<file path="config.mk">
export PLATFORM = sky130hd
export DESIGN_NAME = bullet_pool
export DESIGN_NICKNAME = d
export VERILOG_FILES = /design/src/rtl/bullet_pool.sv
export SDC_FILE = /design/constraint.sdc
export NUM_CORES = 1
export LEC_CHECK = 0
export BUFFER_PORTS_ARGS = -buffer_cell sky130_fd_sc_hd__buf_2
export CAP_MARGIN = 20
export CORE_AREA = 5 5 204 206
export DETAILED_ROUTE_END_ITERATION = 10
export DIE_AREA = 0 0 209 211
export SYNTH_ARGS = -nofsm -noshare
export SYNTH_HDL_FRONTEND = slang
export SYNTH_SLANG_ARGS = --single-unit
</file>
<file path="constraint.sdc">
create_clock -name Clk -period 12.78 [get_ports Clk]
set_clock_uncertainty 0.2 [all_clocks]
set_input_delay 2.556 -clock Clk [delete_from_list [all_inputs] [get_ports Clk]]
set_output_delay 2.556 -clock Clk [all_outputs]
set_load 0.05 [all_outputs]
</file>
<file path="src/rtl/bullet_pool.sv">
// Per-player projectile pool: spawns bullets on fire edges subject to a cooldown, then once per
// frame steps each live bullet and resolves its destination tile through a 1-cycle map read port.
module bullet_pool #(
   parameter int N_BUL      = 4,
   parameter int SPEED      = 4,
   parameter int COOLDOWN   = 8,
   parameter int TILE_SHIFT = 5,
   parameter int MAP_W      = 20,
   parameter int MAP_H      = 15,
   parameter int AW         = 9
) (
   input  logic                 Clk,
   input  logic                 Reset,
   input  logic                 frame_tick,
   input  logic                 fire,
   input  logic [9:0]           tank_x,
   input  logic [9:0]           tank_y,
   input  logic [1:0]           tank_dir,
   output logic [AW-1:0]        map_addr,
   input  logic [2:0]           map_data,
   output logic [N_BUL-1:0]     bul_valid,
   output logic [10*N_BUL-1:0]  bul_x,
   output logic [10*N_BUL-1:0]  bul_y,
   output logic                 wall_break,
   output logic [AW-1:0]        break_addr,
   output logic                 base_hit,
   output logic [2:0]           base_id,
   output logic                 busy,
   output logic                 overrun
);

   localparam int IW = (N_BUL > 1) ? $clog2(N_BUL) : 1;
   localparam int CW = (COOLDOWN > 0) ? $clog2(COOLDOWN + 1) : 1;
   localparam logic signed [10:0] SPD  = 11'(SPEED);
   localparam logic signed [10:0] XLIM = 11'(MAP_W << TILE_SHIFT);
   localparam logic signed [10:0] YLIM = 11'(MAP_H << TILE_SHIFT);
   localparam logic [IW-1:0] LAST = IW'(N_BUL - 1);

   typedef enum logic [2:0] {IDLE, SPAWN, ADDR, CHECK, DONE} state_t;

   typedef struct packed {
      logic          oob;
      logic [9:0]    x;
      logic [9:0]    y;
      logic [AW-1:0] addr;
   } step_t;

   state_t         state;
   logic [IW-1:0]  idx;
   logic [IW-1:0]  pidx;
   logic [IW-1:0]  free_idx;
   logic           have_free;
   logic [N_BUL-1:0] skip;
   logic [1:0]     dir [N_BUL];
   logic [CW-1:0]  cooldown;
   logic           fire_q;
   logic           fire_pend;
   logic           fire_edge;
   logic           spawn_req;
   logic           cd_zero;
   logic           live;
   logic           advance;
   logic           preload_ok;
   step_t          cur;
   step_t          pre;

   // One SPEED step along dir in 11-bit signed space so underflow shows up as a negative value.
   function automatic step_t step_of(input logic [9:0] x, input logic [9:0] y, input logic [1:0] d);
      step_t s;
      logic signed [10:0] sx;
      logic signed [10:0] sy;
      sx = signed'({1'b0, x});
      sy = signed'({1'b0, y});
      case (d)
         2'd0:    sy = sy - SPD;
         2'd1:    sx = sx + SPD;
         2'd2:    sy = sy + SPD;
         default: sx = sx - SPD;
      endcase
      s.oob  = sx[10] || sy[10] || (sx >= XLIM) || (sy >= YLIM);
      s.x    = sx[9:0];
      s.y    = sy[9:0];
      s.addr = AW'((int'(s.y) >> TILE_SHIFT) * MAP_W + (int'(s.x) >> TILE_SHIFT));
      return s;
   endfunction

   always_comb begin
      fire_edge = fire & ~fire_q;
      if (state == SPAWN)   pidx = idx;
      else if (idx == LAST) pidx = '0;
      else                  pidx = idx + IW'(1);
      cur        = step_of(bul_x[10*int'(idx) +: 10], bul_y[10*int'(idx) +: 10], dir[idx]);
      pre        = step_of(bul_x[10*int'(pidx) +: 10], bul_y[10*int'(pidx) +: 10], dir[pidx]);
      live       = bul_valid[idx] && !skip[idx];
      preload_ok = bul_valid[pidx] && !skip[pidx] && !pre.oob;
      advance    = ((state == ADDR) && !(live && !cur.oob)) || (state == CHECK);
      have_free  = 1'b0;
      free_idx   = '0;
      for (int i = N_BUL - 1; i >= 0; i--) begin
         if (!bul_valid[i]) begin
            have_free = 1'b1;
            free_idx  = IW'(i);
         end
      end
   end

   // Event pulses decode map_data during CHECK so the map owner can clear a broken tile
   // before the next slot's read is launched.
   always_comb begin
      wall_break = (state == CHECK) && (map_data == 3'd2);
      base_hit   = (state == CHECK) && ((map_data == 3'd3) || (map_data == 3'd4));
      base_id    = base_hit ? map_data : 3'd0;
      break_addr = wall_break ? map_addr : '0;
   end

   // map_addr is loaded on entry to ADDR(i), so the read launches during ADDR and lands in CHECK.
   always_ff @(posedge Clk or posedge Reset) begin
      if (Reset) begin
         state     <= IDLE;
         idx       <= '0;
         skip      <= '0;
         cooldown  <= '0;
         fire_q    <= 1'b0;
         fire_pend <= 1'b0;
         spawn_req <= 1'b0;
         cd_zero   <= 1'b0;
         map_addr  <= '0;
         bul_valid <= '0;
         bul_x     <= '0;
         bul_y     <= '0;
         busy      <= 1'b0;
         overrun   <= 1'b0;
         for (int i = 0; i < N_BUL; i++) dir[i] <= 2'd0;
      end else begin
         fire_q <= fire;
         if (fire_edge) fire_pend <= 1'b1;
         if (frame_tick && (state != IDLE)) overrun <= 1'b1;

         case (state)
            IDLE: begin
               if (frame_tick) begin
                  spawn_req <= fire_pend | fire_edge;
                  cd_zero   <= (cooldown == '0);
                  if (cooldown != '0) cooldown <= cooldown - CW'(1);
                  fire_pend <= 1'b0;
                  busy      <= 1'b1;
                  state     <= SPAWN;
               end
            end
            SPAWN: begin
               if (spawn_req && cd_zero && have_free) begin
                  bul_valid[free_idx]             <= 1'b1;
                  skip[free_idx]                  <= 1'b1;
                  bul_x[10*int'(free_idx) +: 10]  <= tank_x;
                  bul_y[10*int'(free_idx) +: 10]  <= tank_y;
                  dir[free_idx]                   <= tank_dir;
                  cooldown                        <= CW'(COOLDOWN);
               end
               if (preload_ok) map_addr <= pre.addr;
               state <= ADDR;
            end
            ADDR: begin
               if (!advance)  state <= CHECK;
               else if (live) bul_valid[idx] <= 1'b0;
            end
            CHECK: begin
               if (map_data == 3'd0) begin
                  bul_x[10*int'(idx) +: 10] <= cur.x;
                  bul_y[10*int'(idx) +: 10] <= cur.y;
               end else begin
                  bul_valid[idx] <= 1'b0;
               end
            end
            DONE: begin
               skip  <= '0;
               busy  <= 1'b0;
               idx   <= '0;
               state <= IDLE;
            end
            default: state <= IDLE;
         endcase

         if (advance) begin
            if (idx == LAST) begin
               state <= DONE;
            end else begin
               idx   <= idx + IW'(1);
               state <= ADDR;
               if (preload_ok) map_addr <= pre.addr;
            end
         end
      end
   end

endmodule
</file>
Yosys cells after proc, flatten, opt, wreduce, memory -nomap -nowiden:

Cells that the tools add are included.

* $add $sub $neg: 13
* shift operators: 10
* magnitude comparators: 13
* equality and inequality tests: 21
* multiplexer cells: 75
* reduce and logical (&&, ||, !) cells: 48
* multipliers: 4
* bitwise operators: 10

Operators by type and width (count)
* bitwise mux 40 bit: 4
* 2-to-1 mux 40 bit: 4
* case mux 40 bit (2 select lines): 2
* indexed part select 10 x 33 -> 40 bit: 4
* indexed part select 40 x 32 -> 10 bit: 3
* case mux 11 bit (2 select lines): 4
* variable shift 10 x 33 -> 40 bit, first input constant: 2
* negation 6 -> 33 bit: 2
* 2-to-1 mux 9 bit: 6
* adder 10 x 3 -> 11 bit, second input constant: 4
* subtractor 10 x 3 -> 11 bit, second input constant: 4
* indexed part select 40 x 7 -> 10 bit: 1
* 2-to-1 mux 4 bit: 8
* 2-to-1 mux 2 bit: 14
* greater-or-equal comparator 11 x 10 -> 1 bit, second input constant: 2
* greater-or-equal comparator 11 bit, second input constant: 2
* case mux 4 bit (2 select lines): 2
* multiplier 3 x 2 -> 5 bit, first input constant: 3
* 2-to-1 mux 1 bit: 14
* logical AND 1 bit: 13
* equality test 3 x 2 -> 1 bit, second input constant: 4
* 2-to-1 mux 3 bit: 4
* != test 2 bit, second input constant: 6
* case mux 3 bit (4 select lines): 1
* other kinds (41): 81

* output and inout bits: 109
* input port bits: 29
* flip-flop bits (word level): 120
* logic and storage cells: 212

Logic depth before layout (Yosys ltp):

Gate-level depths: netlist of the first run.

* word-level depth: 20
* depth in mapped cells: 28
* depth with buffers taken out: 23

Least setup slack after synthesis of the first run:

No wires, ideal clock.

* path kind: input to output
* start: in map_data[0]
* end: out break_addr[0]
* required time: 10.024 ns
* path buffers: 0
* slack: 4.766 ns
* stages on the path: 2
* arrival: 5.258 ns
* path through: nor4b_1 -> and2_1

* word-level cells in the longest chain between the ends: 3

Ends and longest elaborated chain
* from (decl): RTL line 20 `input logic [2:0] map_data,`
* equality test 3 x 2 -> 1 bit: RTL line 110 `wall_break = (state == CHECK) && (map_data == 3'd2);`
* logical AND 1 bit: RTL line 110
* 2-to-1 mux 9 bit: RTL line 113 `break_addr = wall_break ? map_addr : '0;`
* to (decl): RTL line 25 `output logic [AW-1:0] break_addr,`

No other way between the ends.

Worst setup path in the final report of the first run:

* start: reg idx[0]
* end: reg map_addr[8]

* word-level cells in the longest chain between the ends: 20
* elaborated cells on any way between the ends: 74
* those cells by class: add/sub (10); mul (3); order compare (4); eq/ne (5); shift (4); mux (25); bitwise (2); reduce/logical (21)

Ends and longest elaborated chain
* from (decl): RTL line 49 `logic [IW-1:0] idx;`
* from (signal assigned): RTL line 187 `idx <= idx + IW'(1);`
* parallel branches: the longest is 19 deep, another holds adder 10 x 3 -> 11 bit
* 2-to-1 mux 9 bit (*): RTL line 183 `if (advance) begin`
* to (signal assigned): RTL line 159 `if (preload_ok) map_addr <= pre.addr;`
* to (signal assigned): RTL line 189 `if (preload_ok) map_addr <= pre.addr;`
* to (decl): RTL line 19 `output logic [AW-1:0] map_addr,`

Every way passes the cells marked *. The select of a mux whose other input is x is not followed.
A chain may end at the register's enable or synchronous reset.

==> impl_results.md, run 1 <==
* RR Startpoint: idx[0]
* Via count at around 11000
* Largest net degree at the start of global routing at 64
* Worst-skew pair later-pin latency at 0.43 ns
* Crit path largest cell delay at 0.59 ns
* Distinct cell type count after synthesis at 70
* P&R area growth vs syn at 16.8%
* CP Data Required Time at ~13 ns
* Vias in the first global route at 10700
* Worst path bufs/invs at 6
* Slowest-stage cell, CP: mux4_2
* Cts repair resizes at 0
* Worst r2r dst: map_addr[8]
* Post-synthesis sequential area ratio at 0.275
* DRT antenna net count at 0
* Primary FF master, synth: dfrtp_1
* Synthesized net count at approximately 1400
* Root buffer cell: clkbuf_16
* Std-Cell Rows at 73
* Worst Hold Class: reg -> reg
* First-pass GRT wire length at 70100 µm
* Gr usage total at 0.206
* Die X at 209 µm
* Final Max Tran Viols at 0
* Post-CTS Setup Bufs at 0
* Worst Tran Pin Value at about 1.1 ns
* DP HPWL at between 30000 and 40000 µm
* Unrepaired setup endpoints after global routing: false
* Min-Delay Startpoint: overrun
* Antenna cells at 0
* I/O pins at roughly 140
* Design area at 12700 µm²
* Reg2Reg Setup Slack at 5.27 ns
* Type of origin of the critical path: flop
* CTS Buffer Depth at 2
* FFs w/ async S/R, synth at 1.00
* DRT Wirelength at 47000 µm
* Die ar. at approximately 44000 µm²
* DRC viols at 0
* Die Ht at 211 µm
* Yosys reg bits at 120
* Sink Count at 120
* CP dominant cell by count: ha_1
* Post-Syn Area per Cell at 8.36 µm²
* Delay-heaviest family, CP: buffers and inverters
* Antenna violations before repair at 0
* Final Cycle Share at 0.588
* Fmax at 133 MHz
* Critical path class: reg -> reg
* CTS Hold Bufs at 0
* Outcome: finished, final reports clean
* TritonCTS clock tree: done
* Drt pass-1 iters at 6
* Mapped Cells at 1305
* Worst hold stages at 1
* Worst-case reg-to-reg path depth at 24
* GR Overflow Total at 0
* WL per Instance at 24.3 µm
* Starting Density at 0.277
* Post-layout net count at 1486
* WHS Endpoint: overrun
* DRT iter0 DRCs at 1483
* Final setup fails at 0
* Share of layout cells above drive strength 1 at 0.185
* IO Port Bufs at around 140
* Final hold viol count at 0
* Core ar. at 39500 µm²
* CTS HTree Levels at 4
* Clock slew at reported path FFs at roughly 0.060 ns
* Synthesized area at about 11000 µm²
* TNS Setup at 0 ns
* Max_slew headroom at 0.287
* Crit-path max FO at 49
* CTS Buf Count at 17
* Gpl congestion at 1.03
* Crit path DAT at 7.63 ns
* CP Cell Sequence: buf_4, inv_2, ha_1, buf_4, inv_1, mux4_2, mux2i_1, nor2_2, inv_1, ha_1, inv_1, a211oi_2, o32a_1, o31ai_2, mux2i_1, nand3_1, ha_1, ha_1, nor2b_1, o21ai_0, nor2_1, a31oi_1, o221ai_1, mux2_2
* Worst Setup End Kind: flop
* Post-place instance area at 12100 µm²
* Post-synth EDFFs at 0
* Via density at 5.85
* Min Clock Period, post-route at about 7.5 ns
* Yosys Warn Count at 0
* MaxCap Viol Count at 0
metrics by stage:
step           std cells  hold slack (ns)  worst slack (ns)  utilization
6_report            1939            0.266              5.27        0.323
3_5_place_dp        1905            0.259              5.22        0.308
2_1_floorplan       1305            0.249              4.77            -
4_1_cts             1936            0.273              5.21        0.322
3_3_place_gp        1905            0.252              5.40        0.308
5_1_grt             1939            0.308              4.71        0.323
how the worst max path moves through the flow:
stage / from / end / slack (ns) / depth (start not counted)
6_report: idx[0] / map_addr[8] / 5.27 / 24
5_1_grt: idx[0] / map_addr[8] / 4.71 / 24
2_1_floorplan: map_data[0] / break_addr[0] / 4.77 / 2
4_1_cts: idx[0] / map_addr[8] / 5.21 / 24
3_3_place_gp: idx[0] / map_addr[8] / 5.40 / 24
3_5_place_dp: idx[0] / map_addr[8] / 5.22 / 24
routing by layer:
metal	wire length, µm	GRT usage
met1	19800	0.275
met2	21900	0.336
met3	3840	0.0408
met4	1480	0.0684
met5	0	0
layout by cell type, fill, tap and decap left out, drive strengths merged, types with 26 or more instances in the layout:
cell and n:
mux2 26, dfrtp 120, o21a 28, inv 45, a22oi 36, a21oi 152
mux2i 82, buf 157, nor2 170, nor3 26, nor2b 34, nand2 87
ha 50, o21ai 56
cells by family after synthesis:
kind of cell | after synthesis | synth area share
compound gates | 431 | 0.256
xor+xnor | 28 | 0.0225
fa+ha+maj | 55 | 0.0665
buf+inv | 124 | 0.0446
flops | 120 | 0.275
mux | 133 | 0.156
simple gates | 414 | 0.178
layout make-up:
cell class	instances	area (µm²)
inverters	45	171
fillers	4183	26700
flip-flops and latches	120	3010
well taps	525	657
repair buffers	157	848
clock buffers	19	443
multi-input cells	1061	7490
clock inverters	12	129
synth_stat cells (11+ instances only):
library cell,number,share of area
o22ai_1,24,0.014
mux2_2,26,0.027
ha_1,50,0.057
dfrtp_1,120,0.28
a31oi_1,18,0.010
a22oi_1,36,0.025
nand2_1,87,0.030
nand2b_1,11,0.0063
nor2b_1,34,0.019
xnor2_1,23,0.018
o21ai_0,55,0.025
o221ai_1,23,0.018
mux4_2,20,0.041
a211oi_1,19,0.013
o21a_1,28,0.019
nand3_1,25,0.011
a21oi_1,152,0.070
nor3_1,24,0.011
a32oi_1,16,0.013
mux2i_1,79,0.072
and2_1,19,0.011
inv_1,44,0.015
nor2_1,168,0.058
clkbuf_1,62,0.021
flip-flops by register name, indices dropped and copies added (netlist names):
signal     count
cd_zero        1
bul_x         40
bul_y         40
state          3
fire_pend      1
fire_q         1
map_addr       9
idx            2
cooldown       4
skip           4
bul_valid      4
busy           1
spawn_req      1
overrun        1
dir            8
Power of run 1 is not shown: default switching activity piles up to over one toggle a cycle in this logic, so the estimate is an artifact.
==> run 2, diff against run 1 <==
==> constraint.sdc (replaced) <==
create_clock -name Clk -period 7.8 [get_ports Clk]
set_clock_uncertainty 0.2 [all_clocks]
set_input_delay 1.56 -clock Clk [delete_from_list [all_inputs] [get_ports Clk]]
set_output_delay 1.56 -clock Clk [all_outputs]
set_load 0.05 [all_outputs]
==> run 2 against run 1 <==
Net effect: core utilization is 0.092 points higher; wire length is 1.0% higher; cell count is 0.21% higher; first-iteration DRC count is 26% lower; worst setup slack worse by 3.6 ns; final area is 0.28% higher; critical path depth is 3 lower; sequential share of layout area is 0.067 points lower; worst hold slack better by 0.0061 ns; register-to-register slack worse by 3.6 ns; critical endpoint unchanged.
==> impl_results.md, run 2 (synthesis results as in run 1) <==
* DRC viols at 0
* Clock slew at reported path FFs at 0.06 ns
* Worst Tran Pin Value at around 1.2 ns
* CTS Buffer Depth at 2
* TNS Setup at 0 ns
* Crit path DAT at 6.21 ns
* Cts repair resizes at 0
* Gr usage total at 0.207
* Post-layout net count at 1489
* Final setup fails at 0
* Largest net degree at the start of global routing at between 60 and 70
* Crit-path max FO at 11
* Fill cell count at about 4200
* Worst path bufs/invs at 2
* Worst Setup End Kind: flop
* Post-CTS Setup Bufs at 0
* P&R area growth vs syn at 17.2%
* CP Cell Sequence: ha_1, nor2_2, mux4_2, mux2_2, nor2_2, inv_1, ha_1, nand2_1, a211oi_1, nor3_2, o21bai_1, nand2_1, a32o_1, ha_1, ha_1, fa_1, inv_1, nor2_1, a31oi_1, o221ai_1, mux2_2
* Sink Count at 120
* Fmax at 164 MHz
* Worst Hold Class: reg -> reg
* Worst-skew pair later-pin latency at 0.43 ns
* Crit path largest cell delay at 0.58 ns
* Vias in the first global route at about 11000
* Die Ht at 211 µm
* CTS Hold Bufs at 0
* CTS Buf Count at 17
* WL per Instance at 24.5 µm
* Unrepaired setup endpoints after global routing: false
* Final Max Tran Viols at 0
* Share of layout cells above drive strength 1 at 0.185
* CP Data Required Time at 7.91 ns
* CTS HTree Levels at 4
* Via density at 5.80
* DRT Wirelength at 47500 µm
* Min Clock Period, post-route at between 6 and 7 ns
* Critical path class: reg -> reg
* Final hold viol count at 0
* Via count at 11300
* Root buffer cell: clkbuf_16
* I/O pins at ~140
* Commonest non-fill, non-tap cell in the layout: nor2_1
* Starting Density at 0.277
* Die ar. at 44100 µm²
* GR Overflow Total at 0
* MaxCap Viol Count at 0
* Antenna violations before repair at 0
* Drt pass-1 iters at 6
* IO Port Bufs at about 140
* DRT antenna net count at 0
* Max_slew headroom at 0.195
* Core ar. at between 30000 and 40000 µm²
* CP dominant cell by count: ha_1
* Slowest-stage cell, CP: mux4_2
* Die X at 209 µm
* DRT iter0 DRCs at approximately 1100
* Antenna cells at 0
* First-pass GRT wire length at about 70000 µm
* Outcome: finished, final reports clean
* Most frequent cells in the layout: 168 x nor2_1, 147 x a21oi_1, 137 x buf_2
* Gpl congestion at 1.04
* Final Cycle Share at 0.782
* DP HPWL at 37500 µm
* Delay-heaviest family, CP: adder cells
* Largest registers: bul_x x40, bul_y x40, map_addr x9
* TritonCTS clock tree: done
* Std-Cell Rows at 73
* Type of origin of the critical path: flop
run 2: cell count changes in the layout (fill, tap and decap cells not counted), sizes merged:
cell | before | now
inv | 45 | 46
clkinvlp | 6 | 4
clkbuf | 19 | 21
buf | 157 | 160
bufinv | 2 | 3
clkinv | 4 | 3
run 2: final cells by class:
class | instances | area [µm²] | area share
multi-input cells | 1061 | 7490 | 0.586
well taps | 525 | 657 | 0.0514
flip-flops and latches | 120 | 3010 | 0.235
repair buffers | 160 | 858 | 0.0671
clock buffers | 21 | 450 | 0.0352
inverters | 45 | 171 | 0.0134
clock inverters | 11 | 148 | 0.0115
run 2: per-stage QoR:
| step | setup slack [ns] | std cells | utilization | hold WS [ns] | area, µm² |
|---|---|---|---|---|---|
| floorplan | 1.05 | 1305 | - | 0.249 | 10900 |
| global placement | 1.84 | 1911 | 0.309 | 0.249 | 12200 |
| detailed placement | 1.70 | 1911 | 0.309 | 0.256 | 12200 |
| CTS | 1.68 | 1943 | 0.324 | 0.272 | 12800 |
| global route | 1.24 | 1943 | 0.324 | 0.283 | 12800 |
| finish | 1.70 | 1943 | 0.324 | 0.272 | 12800 |
run 2: worst paths after layout:
| path | startpoint | endpoint | slack (ns) | cells past startpoint |
|---|---|---|---|---|
| worst max register to register | idx[1] | map_addr[8] | 1.70 | 21 |
| max in group asynchronous | Reset | bul_x[36] | 4.98 | 3 |
| worst max-delay path | idx[1] | map_addr[8] | 1.70 | 21 |
| worst min-delay path | overrun | overrun | 0.27 | 1 |
| min in group asynchronous | Reset | dir[5] | 1.11 | 2 |
| worst min register to register | overrun | overrun | 0.27 | 1 |
run 2: layer usage:
layer	wire [µm]	GRT usage	part of all wire	up-vias
li1	-	-	-	5062
met1	20000	0.274	0.42	5547
met2	22600	0.346	0.47	568
met3	3370	0.0333	0.071	90
met4	1580	0.0675	0.033	0
met5	0	0	0	-
Power of run 2 is left out for the same reason.
